$ cat config.mk
export PLATFORM = sky130hd
export DESIGN_NAME = hazard_flush_ctrl_flat
export DESIGN_NICKNAME = d
export VERILOG_FILES = /design/src/rtl/hazard_flush_ctrl_pkg.sv /design/src/rtl/hazard_flush_ctrl_if.sv /design/src/rtl/hazard_flush_ctrl_bubble_counter.sv /design/src/rtl/hazard_flush_ctrl.sv /design/src/flat_wrapper.sv
export SDC_FILE = /design/constraint.sdc
export NUM_CORES = 1
export LEC_CHECK = 0
export ABC_CLOCK_PERIOD_IN_PS = 3140
export CAP_MARGIN = 30
export CORE_AREA = 5 5 50 52
export DETAILED_ROUTE_END_ITERATION = 10
export DIE_AREA = 0 0 55 57
export PLACE_DENSITY = 0.57
export SLEW_MARGIN = 5
export SYNTH_ARGS = -nofsm -noshare
export SYNTH_HDL_FRONTEND = slang
export SYNTH_HIERARCHICAL = 1
export SYNTH_SLANG_ARGS = --single-unit
$ cat constraint.sdc
create_clock -name clk -period 3.14 [get_ports clk]
set_clock_uncertainty 0.15 [all_clocks]
set_input_delay 0.628 -clock clk [delete_from_list [all_inputs] [get_ports clk]]
set_output_delay 0.628 -clock clk [all_outputs]
set_load 0.05 [all_outputs]
$ cat src/rtl/hazard_flush_ctrl_pkg.sv
// Shared state encodings and default bubble lengths for the hazard/flush controller.
package hazard_pkg;

    localparam logic [1:0] RUN       = 2'd0;
    localparam logic [1:0] RET_WAIT  = 2'd1;
    localparam logic [1:0] INT_DRAIN = 2'd2;
    localparam logic [1:0] INT_ACK   = 2'd3;

    localparam int unsigned RET_BUBBLES_DEF  = 3;
    localparam int unsigned DRAIN_CYCLES_DEF = 3;
    localparam int unsigned CNT_W_DEF        = 3;

    typedef struct packed {
        logic stall_F;
        logic stall_D;
        logic flush_D;
        logic flush_E;
        logic intr_ack;
    } ctrl_t;

endpackage

$ cat src/rtl/hazard_flush_ctrl_if.sv
// Hazard sources from ID/EX and the stall/flush controls returned to the pipeline registers.
interface hazard_flush_ctrl_if;

    logic       rd_en_E;
    logic       wr_en_regf_E;
    logic [1:0] ld_dst_E;
    logic [1:0] RA_D;
    logic [1:0] RB_D;
    logic       uses_ra_D;
    logic       uses_rb_D;
    logic       branch_taken_E;
    logic       is_ret_E;
    logic       intr_req;

    logic       stall_F;
    logic       stall_D;
    logic       flush_D;
    logic       flush_E;
    logic       intr_ack;
    logic       busy;

    // Controller side.
    modport master (
        input  rd_en_E, wr_en_regf_E, ld_dst_E, RA_D, RB_D, uses_ra_D, uses_rb_D,
               branch_taken_E, is_ret_E, intr_req,
        output stall_F, stall_D, flush_D, flush_E, intr_ack, busy
    );

    // Pipeline side.
    modport slave (
        output rd_en_E, wr_en_regf_E, ld_dst_E, RA_D, RB_D, uses_ra_D, uses_rb_D,
               branch_taken_E, is_ret_E, intr_req,
        input  stall_F, stall_D, flush_D, flush_E, intr_ack, busy
    );

endinterface

$ cat src/rtl/hazard_flush_ctrl_bubble_counter.sv
// Loadable down-counter that saturates at zero; times RET bubbles and interrupt drains.
module bubble_counter #(
    parameter int unsigned CNT_W = 3
) (
    input  logic             clk,
    input  logic             rst,
    input  logic             load_i,
    input  logic [CNT_W-1:0] load_val_i,
    input  logic             dec_i,
    output logic [CNT_W-1:0] cnt_o,
    output logic             zero_o
);

    logic [CNT_W-1:0] cnt_q;

    always_ff @(posedge clk or posedge rst) begin
        if (rst) begin
            cnt_q <= '0;
        end else if (load_i) begin
            cnt_q <= load_val_i;
        end else if (dec_i && (cnt_q != '0)) begin
            cnt_q <= cnt_q - 1'b1;
        end
    end

    assign cnt_o  = cnt_q;
    assign zero_o = (cnt_q == '0);

endmodule

$ cat src/rtl/hazard_flush_ctrl.sv
// Pipeline stall/flush controller: load-use, branch squash, RET bubbles, interrupt drain/ack.
// Optional HAZ_PERF_CNT_EN adds saturating stall_cnt/flush_cnt performance counters.
module hazard_flush_ctrl
    import hazard_pkg::*;
#(
    parameter int unsigned RET_BUBBLES  = RET_BUBBLES_DEF,
    parameter int unsigned DRAIN_CYCLES = DRAIN_CYCLES_DEF,
    parameter int unsigned CNT_W        = CNT_W_DEF
) (
    input  logic                 clk,
    input  logic                 reset,
    hazard_flush_ctrl_if.master  bus
`ifdef HAZ_PERF_CNT_EN
    ,
    output logic [15:0]          stall_cnt,
    output logic [15:0]          flush_cnt
`endif
);

    localparam logic [CNT_W-1:0] RET_LD   = CNT_W'(RET_BUBBLES - 1);
    localparam logic [CNT_W-1:0] DRAIN_LD = CNT_W'(DRAIN_CYCLES - 1);

    logic [1:0]       state_q, state_d;
    logic             intr_pend_q, intr_pend_d;
    logic             cnt_load, cnt_dec, cnt_zero, cnt_last;
    logic [CNT_W-1:0] cnt_val, cnt_q;
    logic             load_use;
    ctrl_t            ctrl;

    bubble_counter #(.CNT_W(CNT_W)) u_cnt (
        .clk        (clk),
        .rst        (reset),
        .load_i     (cnt_load),
        .load_val_i (cnt_val),
        .dec_i      (cnt_dec),
        .cnt_o      (cnt_q),
        .zero_o     (cnt_zero)
    );

    assign load_use = bus.rd_en_E && bus.wr_en_regf_E &&
                      ((bus.uses_ra_D && (bus.RA_D == bus.ld_dst_E)) ||
                       (bus.uses_rb_D && (bus.RB_D == bus.ld_dst_E)));

    // The entry cycle in RUN is the first bubble, so the wait state ends as the count reaches zero.
    assign cnt_last = cnt_zero || (cnt_q == CNT_W'(1));

    always_comb begin
        state_d  = state_q;
        cnt_load = 1'b0;
        cnt_val  = '0;
        cnt_dec  = 1'b0;
        ctrl     = '0;
        case (state_q)
            RUN: begin
                if (bus.is_ret_E) begin
                    ctrl.stall_F = 1'b1;
                    ctrl.flush_D = 1'b1;
                    ctrl.flush_E = 1'b1;
                    cnt_load     = 1'b1;
                    cnt_val      = RET_LD;
                    state_d      = (RET_BUBBLES > 1) ? RET_WAIT : RUN;
                end else if (bus.branch_taken_E) begin
                    ctrl.flush_D = 1'b1;
                    ctrl.flush_E = 1'b1;
                end else if (load_use) begin
                    ctrl.stall_F = 1'b1;
                    ctrl.stall_D = 1'b1;
                    ctrl.flush_E = 1'b1;
                end else if (intr_pend_q || bus.intr_req) begin
                    ctrl.stall_F = 1'b1;
                    ctrl.flush_D = 1'b1;
                    cnt_load     = 1'b1;
                    cnt_val      = DRAIN_LD;
                    state_d      = (DRAIN_CYCLES > 1) ? INT_DRAIN : INT_ACK;
                end
            end
            RET_WAIT: begin
                ctrl.stall_F = 1'b1;
                ctrl.flush_D = 1'b1;
                ctrl.flush_E = 1'b1;
                cnt_dec      = 1'b1;
                if (cnt_last) state_d = RUN;
            end
            INT_DRAIN: begin
                ctrl.stall_F = 1'b1;
                ctrl.flush_D = 1'b1;
                ctrl.flush_E = bus.is_ret_E || bus.branch_taken_E;
                cnt_dec      = 1'b1;
                if (cnt_last) state_d = INT_ACK;
            end
            INT_ACK: begin
                ctrl.intr_ack = 1'b1;
                ctrl.flush_D  = 1'b1;
                ctrl.flush_E  = 1'b1;
                state_d       = RUN;
            end
            default: state_d = RUN;
        endcase
    end

    always_comb begin
        intr_pend_d = intr_pend_q;
        if (state_q == INT_ACK) begin
            intr_pend_d = 1'b0;
        end else if (bus.intr_req) begin
            intr_pend_d = 1'b1;
        end
    end

    always_ff @(posedge clk or posedge reset) begin
        if (reset) begin
            state_q     <= RUN;
            intr_pend_q <= 1'b0;
        end else begin
            state_q     <= state_d;
            intr_pend_q <= intr_pend_d;
        end
    end

    logic stall_F_g, flush_E_g;

    assign stall_F_g    = ctrl.stall_F && !reset;
    assign flush_E_g    = ctrl.flush_E && !reset;
    assign bus.stall_F  = stall_F_g;
    assign bus.stall_D  = ctrl.stall_D && !reset;
    assign bus.flush_D  = ctrl.flush_D && !reset;
    assign bus.flush_E  = flush_E_g;
    assign bus.intr_ack = ctrl.intr_ack && !reset;
    assign bus.busy     = (state_q != RUN) && !reset;

`ifdef HAZ_PERF_CNT_EN
    logic [15:0] stall_cnt_q, flush_cnt_q;

    always_ff @(posedge clk or posedge reset) begin
        if (reset) begin
            stall_cnt_q <= '0;
            flush_cnt_q <= '0;
        end else begin
            if (stall_F_g && (stall_cnt_q != '1)) stall_cnt_q <= stall_cnt_q + 16'd1;
            if (flush_E_g && (flush_cnt_q != '1)) flush_cnt_q <= flush_cnt_q + 16'd1;
        end
    end

    assign stall_cnt = stall_cnt_q;
    assign flush_cnt = flush_cnt_q;
`endif

endmodule

$ cat src/flat_wrapper.sv
// flat-port wrapper written by rule: the top's interface ports become plain ports
module hazard_flush_ctrl_flat import hazard_pkg::*;
#(
    parameter int unsigned RET_BUBBLES  = RET_BUBBLES_DEF,
    parameter int unsigned DRAIN_CYCLES = DRAIN_CYCLES_DEF,
    parameter int unsigned CNT_W        = CNT_W_DEF
)
  (clk, reset, bus_rd_en_E, bus_wr_en_regf_E, bus_ld_dst_E, bus_RA_D, bus_RB_D, bus_uses_ra_D, bus_uses_rb_D, bus_branch_taken_E, bus_is_ret_E, bus_intr_req, bus_stall_F, bus_stall_D, bus_flush_D, bus_flush_E, bus_intr_ack, bus_busy);
  hazard_flush_ctrl_if bus_i ();
  input  logic clk;
  input  logic reset;
  input wire logic [$bits(bus_i.rd_en_E)-1:0] bus_rd_en_E;
  input wire logic [$bits(bus_i.wr_en_regf_E)-1:0] bus_wr_en_regf_E;
  input wire logic [$bits(bus_i.ld_dst_E)-1:0] bus_ld_dst_E;
  input wire logic [$bits(bus_i.RA_D)-1:0] bus_RA_D;
  input wire logic [$bits(bus_i.RB_D)-1:0] bus_RB_D;
  input wire logic [$bits(bus_i.uses_ra_D)-1:0] bus_uses_ra_D;
  input wire logic [$bits(bus_i.uses_rb_D)-1:0] bus_uses_rb_D;
  input wire logic [$bits(bus_i.branch_taken_E)-1:0] bus_branch_taken_E;
  input wire logic [$bits(bus_i.is_ret_E)-1:0] bus_is_ret_E;
  input wire logic [$bits(bus_i.intr_req)-1:0] bus_intr_req;
  output wire logic [$bits(bus_i.stall_F)-1:0] bus_stall_F;
  output wire logic [$bits(bus_i.stall_D)-1:0] bus_stall_D;
  output wire logic [$bits(bus_i.flush_D)-1:0] bus_flush_D;
  output wire logic [$bits(bus_i.flush_E)-1:0] bus_flush_E;
  output wire logic [$bits(bus_i.intr_ack)-1:0] bus_intr_ack;
  output wire logic [$bits(bus_i.busy)-1:0] bus_busy;
  assign bus_i.rd_en_E = bus_rd_en_E;
  assign bus_i.wr_en_regf_E = bus_wr_en_regf_E;
  assign bus_i.ld_dst_E = bus_ld_dst_E;
  assign bus_i.RA_D = bus_RA_D;
  assign bus_i.RB_D = bus_RB_D;
  assign bus_i.uses_ra_D = bus_uses_ra_D;
  assign bus_i.uses_rb_D = bus_uses_rb_D;
  assign bus_i.branch_taken_E = bus_branch_taken_E;
  assign bus_i.is_ret_E = bus_is_ret_E;
  assign bus_i.intr_req = bus_intr_req;
  assign bus_stall_F = bus_i.stall_F;
  assign bus_stall_D = bus_i.stall_D;
  assign bus_flush_D = bus_i.flush_D;
  assign bus_flush_E = bus_i.flush_E;
  assign bus_intr_ack = bus_i.intr_ack;
  assign bus_busy = bus_i.busy;
  hazard_flush_ctrl #(.RET_BUBBLES(RET_BUBBLES), .DRAIN_CYCLES(DRAIN_CYCLES), .CNT_W(CNT_W)) u_core (.clk(clk), .reset(reset), .bus(bus_i));
endmodule
==> metrics.md, run 1 <==
| Metric | Value |
|---|---|
| Antenna fix cells | 0 |
| Number of synthesized flops with an enable pin | 0 |
| H-tree Lvls | 1 |
| CTS tree | built |
| Worst Path Max Fanout | 4 |
| Hold path cells | 2 |
| Crit end category | output port |
| Ys Warns | 6 |
| Post-synth top cells | nand2_1, inv_1, nor2_1 |
| Tcrit/Tclk final | 97.2% |
| Hold WC Path Type | flip-flop to flip-flop |
| Hold path start | u_core/intr_pend_q |
| Post-detail-place hpwl | 1.35 mm |
| Flop pwr share | 20.6% |
| Clk pwr share | 9.7% |
| R2R Path Start | u_core/u_cnt/cnt_o[0] |
| Met1 Usage GRT | around 12% |
| Cts hold-fix bufs | 0 |
| Fillers | 218 |
| Global route overflow | 0 |
| Pins Over Slew Limit | 0 |
| P_sw | approximately 330 uW |
| Final min period | 3050 ps |
| Clock root buffer | clkbuf_4 |
| First-pass DRT Iterations | 3 |
| DRC errors left | 0 |
| CP Class | input port to output port |
| Cell area power density | 742 nW/um^2 |
| Num Clock Sinks | 6 |
| Synthesized area per cell | 8.28 um^2 |
| Max_cap viols | 0 |
| Initial Util | 29.3% |
| Largest net degree at the start of global routing | 11 |
| Outcome | finished, final reports clean |
| Clk buf depth | 2 |
| GRT Util Overall | 10.5% |
| Unrepaired setup endpoints after global routing | no |
| Critical path's slowest cell | clkdlybuf4s50_1 |
| Worst Setup Start Kind | input port |
| Final Hold Slack | ~400 ps |
| Input/output buffers | 20 |
| Worst VDD drop | around 0.43 mV |
| M3 GR Usage | 1.04% |
| Top_reg_cell synth | dfrtp_1 |
| Critical Path RT | between 2000 and 2500 ps |
| Syn-to-layout area delta | 55.1% |
| Initial DRC Count | 15 |
| GRT busiest layer | met2 |
| Worst-Margin Slew | 503 ps |
| Clock Latency Late Sink | 240 ps |
| WHS Endpoint | u_core/intr_pend_q |
| # setup viols final | 0 |
| Die Ht | 57 um |
| Reg2reg end | u_core/state_q[0] |
| Initial antenna violation count | 0 |
| Final hold violations | 0 |
| Row cnt | 17 |
| Sw frac | 46.7% |
| WL per Instance | 12.7 um |
| Via Count | 591 |
| Post-Syn Area | 604 um^2 |
| Die width | 55 um |
| Final GP Congestion | 0.714 |
| Core Area | between 2000 and 2500 um^2 |
| Worst R2R Setup Slack | 1200 ps |
| Vias in the first global route | a little over 600 |
| Reg clk slew, reported paths | ~40 ps |
| FF+latch count, synth | 6 |
| Fraction of layout cells with a size suffix above 1 | 18.2% |
| Largest stage delay on the critical path | between 400 and 500 ps |
| Final Net Count | roughly 120 |
| Synthesized instance count | 73 |
| Via-to-Cell Ratio | 4.65 |
| Setup TNS | 0 ps |
| Top area cells in the synthesized netlist | dfrtp_1, ha_1, nand2_1 |
| Synth area leader | dfrtp_1 |
| Fmax | 328 MHz |
| Internal | 370 uW |
| Worst-case reg-to-reg path depth | 6 |
| M2 GR Usage | 19.4% |
| First-pass GRT wire length | around 2.5 mm |
| CTS Buf Count | 3 |
| Slew HR | 66.3% |
| Most frequent cell after synthesis | nand2_1 |
| Area fraction of the dominant cell type after synthesis | 24.8% |
| Combinational share of power | between 60% and 70% |
| Data arrival, critical path | 2270 ps |
| Netlist cell types | 32 |
| Post-Route WL | 1.62 mm |
| P_leak | approximately 0.00039 uW |
| Die area | 3140 um^2 |
| IO Count | 21 |
| Seq/Total Area, Yosys | 24.8% |
| Final ANT Viol Nets | 0 |
| Cell Chain, Critical Path | clkdlybuf4s50_1 -> or2_1 -> a211oi_4 -> nor2_2 -> a221oi_2 -> buf_12 |
| Share of flip-flops with an asynchronous set or reset | 100% |
==> kinds of logic after synthesis <==
| kind of cell | synth area share, % |
|---|---|
| xor gates and xnor gates | 2.90 |
| AOI/OAI and AO/OA | 21.5 |
| DFF | 24.8 |
| buffers and inverters | 4.35 |
| muxes | 1.66 |
| adders and majority gates | 12.4 |
| other | 0.621 |
| and+or+nand+nor | 31.7 |
==> flip-flops by register name, indices dropped and copies added (netlist names) <==
register	cells
u_core/u_cnt/cnt_o	3
u_core/state_q	2
u_core/intr_pend_q	1
==> how the worst max path moves through the flow <==
stage / start / endpoint / slack [ps] / cells after the start
2_1_floorplan: bus_ld_dst_E[1] / bus_stall_F / 200 / 4
3_3_place_gp: bus_ld_dst_E[1] / bus_flush_E / 100 / 6
3_5_place_dp: bus_ld_dst_E[1] / bus_flush_E / 60 / 6
4_1_cts: bus_ld_dst_E[1] / bus_flush_E / 60 / 6
5_1_grt: bus_ld_dst_E[1] / bus_flush_E / 20 / 6
6_report: bus_ld_dst_E[1] / bus_flush_E / 90 / 6
==> power groups by stage <==
stage	Clock, uW	Combinational, uW	Sequential [uW]
after floorplan	0	330	136
after global placement	0	473	142
final	67.6	485	143
after detailed placement	0	484	145
after global routing	74.1	539	147
after CTS	71.0	485	144
==> what timing repair did <==
item                       4_1_cts  5_1_grt
setup endpoints to repair        0        3
gates resized for setup          0        2
buffers inserted                 0        1
==> stage by stage <==
step / std cells / area [um^2] / power (uW) / util (%) / setup slack, ps
after floorplan: 74 / 614 / 466 / - / 199
after global placement: 123 / 892 / 615 / 43.2 / 99.6
after detailed placement: 123 / 892 / 629 / 43.2 / 59.8
after CTS: 126 / 915 / 700 / 44.3 / 55.8
after global routing: 127 / 937 / 760 / 45.4 / 16.2
final: 127 / 937 / 696 / 45.4 / 87.8
==> critical path, delay by kind of cell <==
kind,cells,cell delay (ps)
compound gates,2,630
simple gates,2,380
buf+inv,2,630
==> metal layers <==
layer	up-vias	wire length [um]	share of wire, %
met5	-	0	0
met4	0	0	0
met3	0	63	3.9
met2	7	866	54
met1	273	685	42
li1	311	-	-
==> placed cells by master, fill, tap and decap left out, drive strengths merged <==
| cell type | count |
|---|---|
| a211oi | 3 |
| a21o | 1 |
| a21oi | 1 |
| a221oi | 1 |
| a2bb2oi | 1 |
| a31oi | 1 |
| buf | 8 |
| clkbuf | 3 |
| clkdlybuf4s50 | 14 |
| conb | 2 |
| dfrtp | 6 |
| ha | 6 |
| inv | 7 |
| mux2i | 1 |
| nand2 | 9 |
| nand2b | 4 |
| nand3 | 2 |
| nor2 | 8 |
| nor2b | 2 |
| nor3 | 2 |
| nor4 | 2 |
| o211ai | 1 |
| o21a | 1 |
| o21ai | 1 |
| o311ai | 2 |
| o31a | 1 |
| o31ai | 1 |
| or2 | 2 |
| or3 | 1 |
| or4b | 3 |
| xor2 | 2 |
==> layout make-up <==
cell class | count | area [um^2] | share of cell area [%]
Clock buffer | 3 | 22.5 | 2.40
Inverter | 7 | 26.3 | 2.80
Multi-Input combinational cell | 61 | 453 | 48.3
Sequential cell | 6 | 150 | 16.0
Tap cell | 28 | 35.0 | 3.74
Timing Repair Buffer | 22 | 250 | 26.7
No activity file was read; power rests on OpenSTA's default activity.
==> run 2, diff against run 1 <==
- CAP_MARGIN: 30 -> 20
==> results of run 2 <==
The final DEF is identical to that of run 1; final timing and power are the same.
